## src/rtl/wb_port_arbiter.sv

```systemverilog
// wb_port_arbiter: shares the single register-file write port between the
// in-order writeback stage and a long-latency multi-cycle unit.
// Ports:
//   clk, rst_n                     clock, async active-low reset
//   pipe_we/addr/data, pipe_stall  pipeline writeback request and stall
//   mc_valid/addr/data, mc_ready   multi-cycle result handshake
//   mc_issue/issue_addr            multi-cycle launch from execute
//   mc_issue_err                   pulse: launch rejected (busy/squash)
//   busy_mask                      registers awaiting a multi-cycle result
//   rf_we/addr/data                registered register-file write port
module wb_port_arbiter #(
    parameter int NREG       = 16,
    parameter int AW         = 4,
    parameter int DW         = 32,
    parameter int STARVE_MAX = 4
) (
    input  logic            clk,
    input  logic            rst_n,
    input  logic            pipe_we,
    input  logic [AW-1:0]   pipe_addr,
    input  logic [DW-1:0]   pipe_data,
    output logic            pipe_stall,
    input  logic            mc_valid,
    input  logic [AW-1:0]   mc_addr,
    input  logic [DW-1:0]   mc_data,
    output logic            mc_ready,
    input  logic            mc_issue,
    input  logic [AW-1:0]   mc_issue_addr,
    output logic            mc_issue_err,
    output logic [NREG-1:0] busy_mask,
    output logic            rf_we,
    output logic [AW-1:0]   rf_addr,
    output logic [DW-1:0]   rf_data
);

    typedef enum logic {
        S_NORMAL = 1'b0,
        S_DRAIN  = 1'b1
    } state_t;

    localparam logic [3:0] LP_WAIT_LAST = 4'(STARVE_MAX - 1);

    state_t          r_state;
    state_t          w_state_nxt;
    logic [3:0]      r_wait_cnt;
    logic [3:0]      w_wait_nxt;
    logic [NREG-1:0] r_busy;
    logic [NREG-1:0] r_squash;
    logic [NREG-1:0] w_busy_nxt;
    logic [NREG-1:0] w_squash_nxt;
    logic            r_rf_we;
    logic [AW-1:0]   r_rf_addr;
    logic [DW-1:0]   r_rf_data;
    logic            r_issue_err;

    logic            w_pipe_commit;
    logic            w_mc_xfer;
    logic            w_mc_squashed;
    logic            w_mc_write;
    logic            w_issue_freed;
    logic            w_issue_rej;

    // Arbitration FSM: pipeline wins in NORMAL; DRAIN forces one stall.
    always_comb begin
        mc_ready    = !pipe_we;
        pipe_stall  = 1'b0;
        w_state_nxt = r_state;
        w_wait_nxt  = r_wait_cnt;
        unique case (r_state)
            S_NORMAL: begin
                if (mc_valid && pipe_we) begin
                    w_wait_nxt = r_wait_cnt + 4'd1;
                    if (r_wait_cnt == LP_WAIT_LAST) begin
                        w_state_nxt = S_DRAIN;
                    end
                end else begin
                    // covers both an mc transfer and an absent result
                    w_wait_nxt = 4'd0;
                end
            end
            S_DRAIN: begin
                mc_ready    = 1'b1;
                pipe_stall  = pipe_we;
                w_wait_nxt  = 4'd0;
                w_state_nxt = S_NORMAL;
            end
            default: begin
                w_wait_nxt  = 4'd0;
                w_state_nxt = S_NORMAL;
            end
        endcase
    end

    assign w_pipe_commit = pipe_we && !pipe_stall;
    assign w_mc_xfer     = mc_valid && mc_ready;
    assign w_mc_squashed = r_squash[mc_addr];
    assign w_mc_write    = w_mc_xfer && !w_mc_squashed;

    // A result retiring this cycle frees its register for a same-cycle issue.
    assign w_issue_freed = w_mc_write && (mc_addr == mc_issue_addr);
    assign w_issue_rej   = mc_issue &&
                           (r_squash[mc_issue_addr] ||
                            (r_busy[mc_issue_addr] && !w_issue_freed));

    // Scoreboard: a pipeline write to a busy register makes the pending
    // multi-cycle result stale; that result is later swallowed.
    always_comb begin
        w_busy_nxt   = r_busy;
        w_squash_nxt = r_squash;
        if (w_pipe_commit && r_busy[pipe_addr]) begin
            w_busy_nxt[pipe_addr]   = 1'b0;
            w_squash_nxt[pipe_addr] = 1'b1;
        end
        if (w_mc_xfer) begin
            if (w_mc_squashed) begin
                w_squash_nxt[mc_addr] = 1'b0;
            end else begin
                w_busy_nxt[mc_addr] = 1'b0;
            end
        end
        if (mc_issue && !w_issue_rej) begin
            w_busy_nxt[mc_issue_addr] = 1'b1;
        end
    end

    always_ff @(posedge clk or negedge rst_n) begin
        if (!rst_n) begin
            r_state    <= S_NORMAL;
            r_wait_cnt <= 4'd0;
            r_busy     <= '0;
            r_squash   <= '0;
        end else begin
            r_state    <= w_state_nxt;
            r_wait_cnt <= w_wait_nxt;
            r_busy     <= w_busy_nxt;
            r_squash   <= w_squash_nxt;
        end
    end

    // Write port: address/data hold when nobody writes.
    always_ff @(posedge clk or negedge rst_n) begin
        if (!rst_n) begin
            r_rf_we     <= 1'b0;
            r_rf_addr   <= '0;
            r_rf_data   <= '0;
            r_issue_err <= 1'b0;
        end else begin
            r_issue_err <= w_issue_rej;
            if (w_pipe_commit) begin
                r_rf_we   <= 1'b1;
                r_rf_addr <= pipe_addr;
                r_rf_data <= pipe_data;
            end else if (w_mc_write) begin
                r_rf_we   <= 1'b1;
                r_rf_addr <= mc_addr;
                r_rf_data <= mc_data;
            end else begin
                r_rf_we <= 1'b0;
            end
        end
    end

    assign busy_mask    = r_busy;
    assign rf_we        = r_rf_we;
    assign rf_addr      = r_rf_addr;
    assign rf_data      = r_rf_data;
    assign mc_issue_err = r_issue_err;

endmodule

```

## config.mk

```make
export PLATFORM = sky130hd
export DESIGN_NAME = wb_port_arbiter
export DESIGN_NICKNAME = d
export VERILOG_FILES = /design/src/rtl/wb_port_arbiter.sv
export SDC_FILE = /design/constraint.sdc
export NUM_CORES = 1
export LEC_CHECK = 0
export ABC_AREA = 0
export ABC_CLOCK_PERIOD_IN_PS = 3100
export CORE_ASPECT_RATIO = 0.8
export CORE_UTILIZATION = 50
export CTS_CLUSTER_SIZE = 25
export DETAILED_ROUTE_END_ITERATION = 12
export PLACE_DENSITY_LB_ADDON = 0.1
export RECOVER_POWER = 50
export SLEW_MARGIN = 10
export SYNTH_ARGS = -nofsm -noshare
export SYNTH_HDL_FRONTEND = slang
export SYNTH_SLANG_ARGS = --single-unit
```

## constraint.sdc

```tcl
create_clock -name clk -period 3.1 [get_ports clk]
set_input_delay 0.62 -clock clk [delete_from_list [all_inputs] [get_ports clk]]
set_output_delay 0.62 -clock clk [all_outputs]
set_load 0.02 [all_outputs]
```

==> impl_summary.txt <==
----------------------------------------------------
[Clock network]
  Total CTS buffers ... 9
  Clock net sink count ... 75
  Clock transition at path regs ... 0.08 ns
  Number of post-CTS setup repair buffers ... 0
  Count of cells resized by post-cts repair ... 0
  Clock latency reported for the late side of the worst-skew pair ... 0.35 ns
  Number of buffers inserted for hold repair after clock tree synthesis ... 0
  Cell at the root of the clock tree ... sky130_fd_sc_hd__clkbuf_8
  TritonCTS clock tree ... yes
  Max H-tree Level ... 3
  Maximum clock insertion buffer count ... 2

[Setup path]
  Origin of the worst setup path ... mc_addr[0]
  Req. time, crit path ... 3.30 ns
  Max Fanout on Critical Path ... 17
  Slowest-stage cell, CP ... sky130_fd_sc_hd__a221oi_4
  Depth of the worst register-to-register path ... 5
  Worst stage delay on the critical path ... 0.73 ns
  Endpoint of the worst-slack reg-to-reg timing path ... busy_mask[4]$_DFF_PN0_
  Kind of launch point of the worst setup path ... input pin
  Type of the worst setup path ... in -> reg
  Arrival time of the worst setup path ... 3.02 ns
  Worst Path Buf+Inv ... 1
  Largest delay contributor family on the critical path ... compound AO/OA/AOI/OAI gates
  Critical path capture point type ... flip-flop
  Crit. path cell count ... 6
  Worst reg2reg startpoint ... r_state$_DFF_PN0_
  Termination of the worst setup path ... busy_mask[4]$_DFF_PN0_
  Worst-path cell chain ... clkdlybuf4s50_1, mux4_2, mux2i_4, mux2_2, a221oi_4, o21ai_0
  Worst setup slack for register-to-register paths ... 0.83 ns

[Final layout]
  Footprint of the flip-flops and latches ... 0.001877 sq mm
  Commonest non-fill, non-tap cell in the layout ... sky130_fd_sc_hd__clkdlybuf4s50_1
  Antenna cell count ... 0
  Post-synthesis to final-layout area growth ... 40.92%
  Commonest cells after routing, fill and taps aside ... 111 x sky130_fd_sc_hd__clkdlybuf4s50_1, 75 x sky130_fd_sc_hd__dfrtp_1, 70 x sky130_fd_sc_hd__nor2_1
  Fill count ... 598
  Utilization after layout ... 0.7298
  Post-layout nets ... 620
  Layout cell share with drive strength beyond 1 ... 0.1123
  Combined area of the multi-input logic cells ... 0.002098 sq mm

[Power]
  Internal power component ... 2.460 mW
  Share of total power in combinational logic ... 0.439
  Worst IR drop on VDD ... 0.4528 mV
  Leakage dissipation ... 2.412 nW
  Overall power ... 3.899 mW
  Areal power density over the cells ... 669.3 mW/mm^2
  Sequential share of power ... 0.383
  Switching component of the power ... 1.439 mW
  Clock network fraction of total power ... 0.178
  Switching power share of the total ... 0.3690

[STA]
  Max-slew violation count ... 76
  Final clock period utilization by the worst path ... 0.9093
  Final-report hold violation count ... 0
  Total Neg Setup Slack ... 0 ns
  RSZ-0062 raised after global routing ... no
  Minimum period implied by the final worst setup slack ... 2.819 ns
  Worst-case hold slack ... 0.4629 ns
  Total of endpoints with negative setup slack in the final report ... 0
  Layout Skew ... 0.008997 ns
  Measured slew at the worst slew-check pin ... 1.864 ns
  Slew headroom ... -0.2429
  Maximum clock rate ... 0.3548 GHz

[Routing]
  First-pass DRT Iterations ... 5
  Residual DRC ... 0
  Number of violations reported at the end of detailed-routing iteration 0 ... 372
  DRT Wirelength ... 12390 microns
  Post-route ant nets ... 0
  Avg WL per Cell ... 19.03 microns
  Vias per cell ... 5.923
  Total number of vias ... 3856

[Placement]
  RD Place Congestion ... 0.9677
  Number of buffers added on ports ... 136
  Post-DP HPWL ... 9132 microns

[Yosys]
  Top area cells in the synthesized netlist ... sky130_fd_sc_hd__dfrtp_1 45%, sky130_fd_sc_hd__mux4_2 9.3%, sky130_fd_sc_hd__mux2i_1 8.7%
  Portion of netlist area occupied by mux cells ... 0.1934
  EDFF count, synth ... 0
  FFs w/ async S/R, synth ... 1.000
  Yosys warns ... 0
  Number of synthesized register bits ... 75
  Cell taking the most area after synthesis ... sky130_fd_sc_hd__dfrtp_1
  Sequential area share after synthesis ... 0.4540
  Arithmetic-cell share of the synthesized area counting full adders, half adders and majority gates ... 0.003027
  Share of Yosys cell area claimed by the top area cell type ... 0.4540
  Basic-gate share of the synthesized area counting and, or, nand and nor cells ... 0.1601
  Netlist Area Pre-Place ... 0.004134 sq mm
  Mapped Avg Cell Area ... 10.41 sq um
  Post-synthesis compound-gate area fraction ... 0.1371
  Net count of the mapped netlist ... 479
  Synthesized netlist cell count ... 397
  Leading register cell type out of synthesis ... sky130_fd_sc_hd__dfrtp_1
  Main combinational cell family by area after synthesis ... multiplexers
  Xor/xnor cell area share of the yosys netlist ... 0.01271
  Number of distinct library cells after synthesis ... 44

[Die]
  Initial core utilization ... 0.5179
  Area of the core ... 0.007983 sq mm
  Width of the die ... 103.7 microns
  Placement Rows ... 29
  Area of the die ... 0.008638 sq mm
  # IOs ... 137
  Vertical die dimension ... 83.33 microns

[Worst hold path]
  Hold WC Path Type ... reg -> reg

[Global routing]
  GR Overflow Total ... 0
  Number of global-route vias before repair ... 3835
  Initial antenna violation count ... 0
  Pin count of the biggest net entering global routing ... 76
  First-pass GRT wire length ... 19780 microns
  GRT Resource Usage Total ... 0.2978

[Outcome]
  Outcome ... finished with violations
  Violations in the final reports ... max-capacitance violations, max-slew violations

[Flow run]
  Max-cap violations ... 1

----------------------------------------------------
logic make-up after synthesis:
group,after synthesis
fa+ha+maj,1
compound gates,91
buf+inv,31
simple gates,137
xor+xnor,6
mux,56
flops,75
worst reg2reg max path, delay by kind of cell, from the launching register on:
kind,cells,cell delay [ns]
and+or+nand+nor,2,0.44
DFF,1,0.39
AOI/OAI and AO/OA,2,0.93
buffers and inverters,1,0.36
state kept, by name, summed over array words and instances, names as in the netlist:
signal,flops
rf_data,32
r_wait_cnt,4
rf_addr,4
busy_mask,16
r_squash,16
rf_we,1
r_state,1
mc_issue_err,1
synth_stat cells, types with 5 or more instances:
library cell                count
sky130_fd_sc_hd__o21ai_1        9
sky130_fd_sc_hd__o221ai_1      10
sky130_fd_sc_hd__nand3b_1       7
sky130_fd_sc_hd__nor2_1        70
sky130_fd_sc_hd__nand2_1       14
sky130_fd_sc_hd__dfrtp_1       75
sky130_fd_sc_hd__buf_6          5
sky130_fd_sc_hd__a21oi_1       53
sky130_fd_sc_hd__clkbuf_1      18
sky130_fd_sc_hd__mux2i_1       36
sky130_fd_sc_hd__or3_1         14
sky130_fd_sc_hd__nand3_1        6
sky130_fd_sc_hd__mux4_2        17
sky130_fd_sc_hd__o2bb2ai_1      5
sky130_fd_sc_hd__and2_1         6
layer usage:
metal  routed length, microns  up-vias  share of wire  global-route usage
met2                     5448      265           0.44              0.4472
li1                         -     1730              -                   -
met3                     1452       37           0.12             0.08791
met4                      330        0          0.027              0.1091
met1                     5158     1824           0.42              0.4117
met5                        0        -              0                   0
layout make-up:
| type | instances | area share |
|---|---|---|
| Sequential cell | 75 | 0.3222 |
| Timing Repair Buffer | 157 | 0.2610 |
| Inverter | 4 | 0.002577 |
| Clock buffer | 12 | 0.02663 |
| Multi-Input combinational cell | 291 | 0.3602 |
| Tap cell | 108 | 0.02320 |
| Clock inverter | 4 | 0.004296 |
stage by stage:
step | cells | instance area (sq um) | worst slack (ns)
final | 651 | 5826 | 0.2811
after detailed placement | 635 | 5664 | -0.03851
after floorplan | 397 | 4134 | 0.8552
after global routing | 651 | 5826 | 0.1821
after global placement | 635 | 5664 | -0.01713
after CTS | 651 | 5844 | 0.3241
power groups by stage:
stage / Combinational [mW] / Sequential, mW / Clock [mW]
detailed placement: 1.71 / 1.50 / 0
global placement: 1.68 / 1.48 / 0
global route: 1.82 / 1.52 / 0.740
CTS: 1.72 / 1.48 / 0.708
floorplan: 0.856 / 1.62 / 0
finish: 1.71 / 1.49 / 0.694
how the worst min path moves through the flow:
stage / from / end / slack [ns] / cells after the start
floorplan: rst_n / busy_mask[0]$_DFF_PN0_ / 0.32 / 0
finish: r_wait_cnt[0]$_DFF_PN0_ / r_wait_cnt[0]$_DFF_PN0_ / 0.46 / 1
detailed placement: r_wait_cnt[0]$_DFF_PN0_ / r_wait_cnt[0]$_DFF_PN0_ / 0.45 / 1
global placement: r_wait_cnt[0]$_DFF_PN0_ / r_wait_cnt[0]$_DFF_PN0_ / 0.44 / 1
global route: r_wait_cnt[0]$_DFF_PN0_ / r_wait_cnt[0]$_DFF_PN0_ / 0.50 / 1
CTS: rst_n / rf_data[15]$_DFFE_PN0P_ / 0.31 / 2
(Power assumes the default switching activity.)
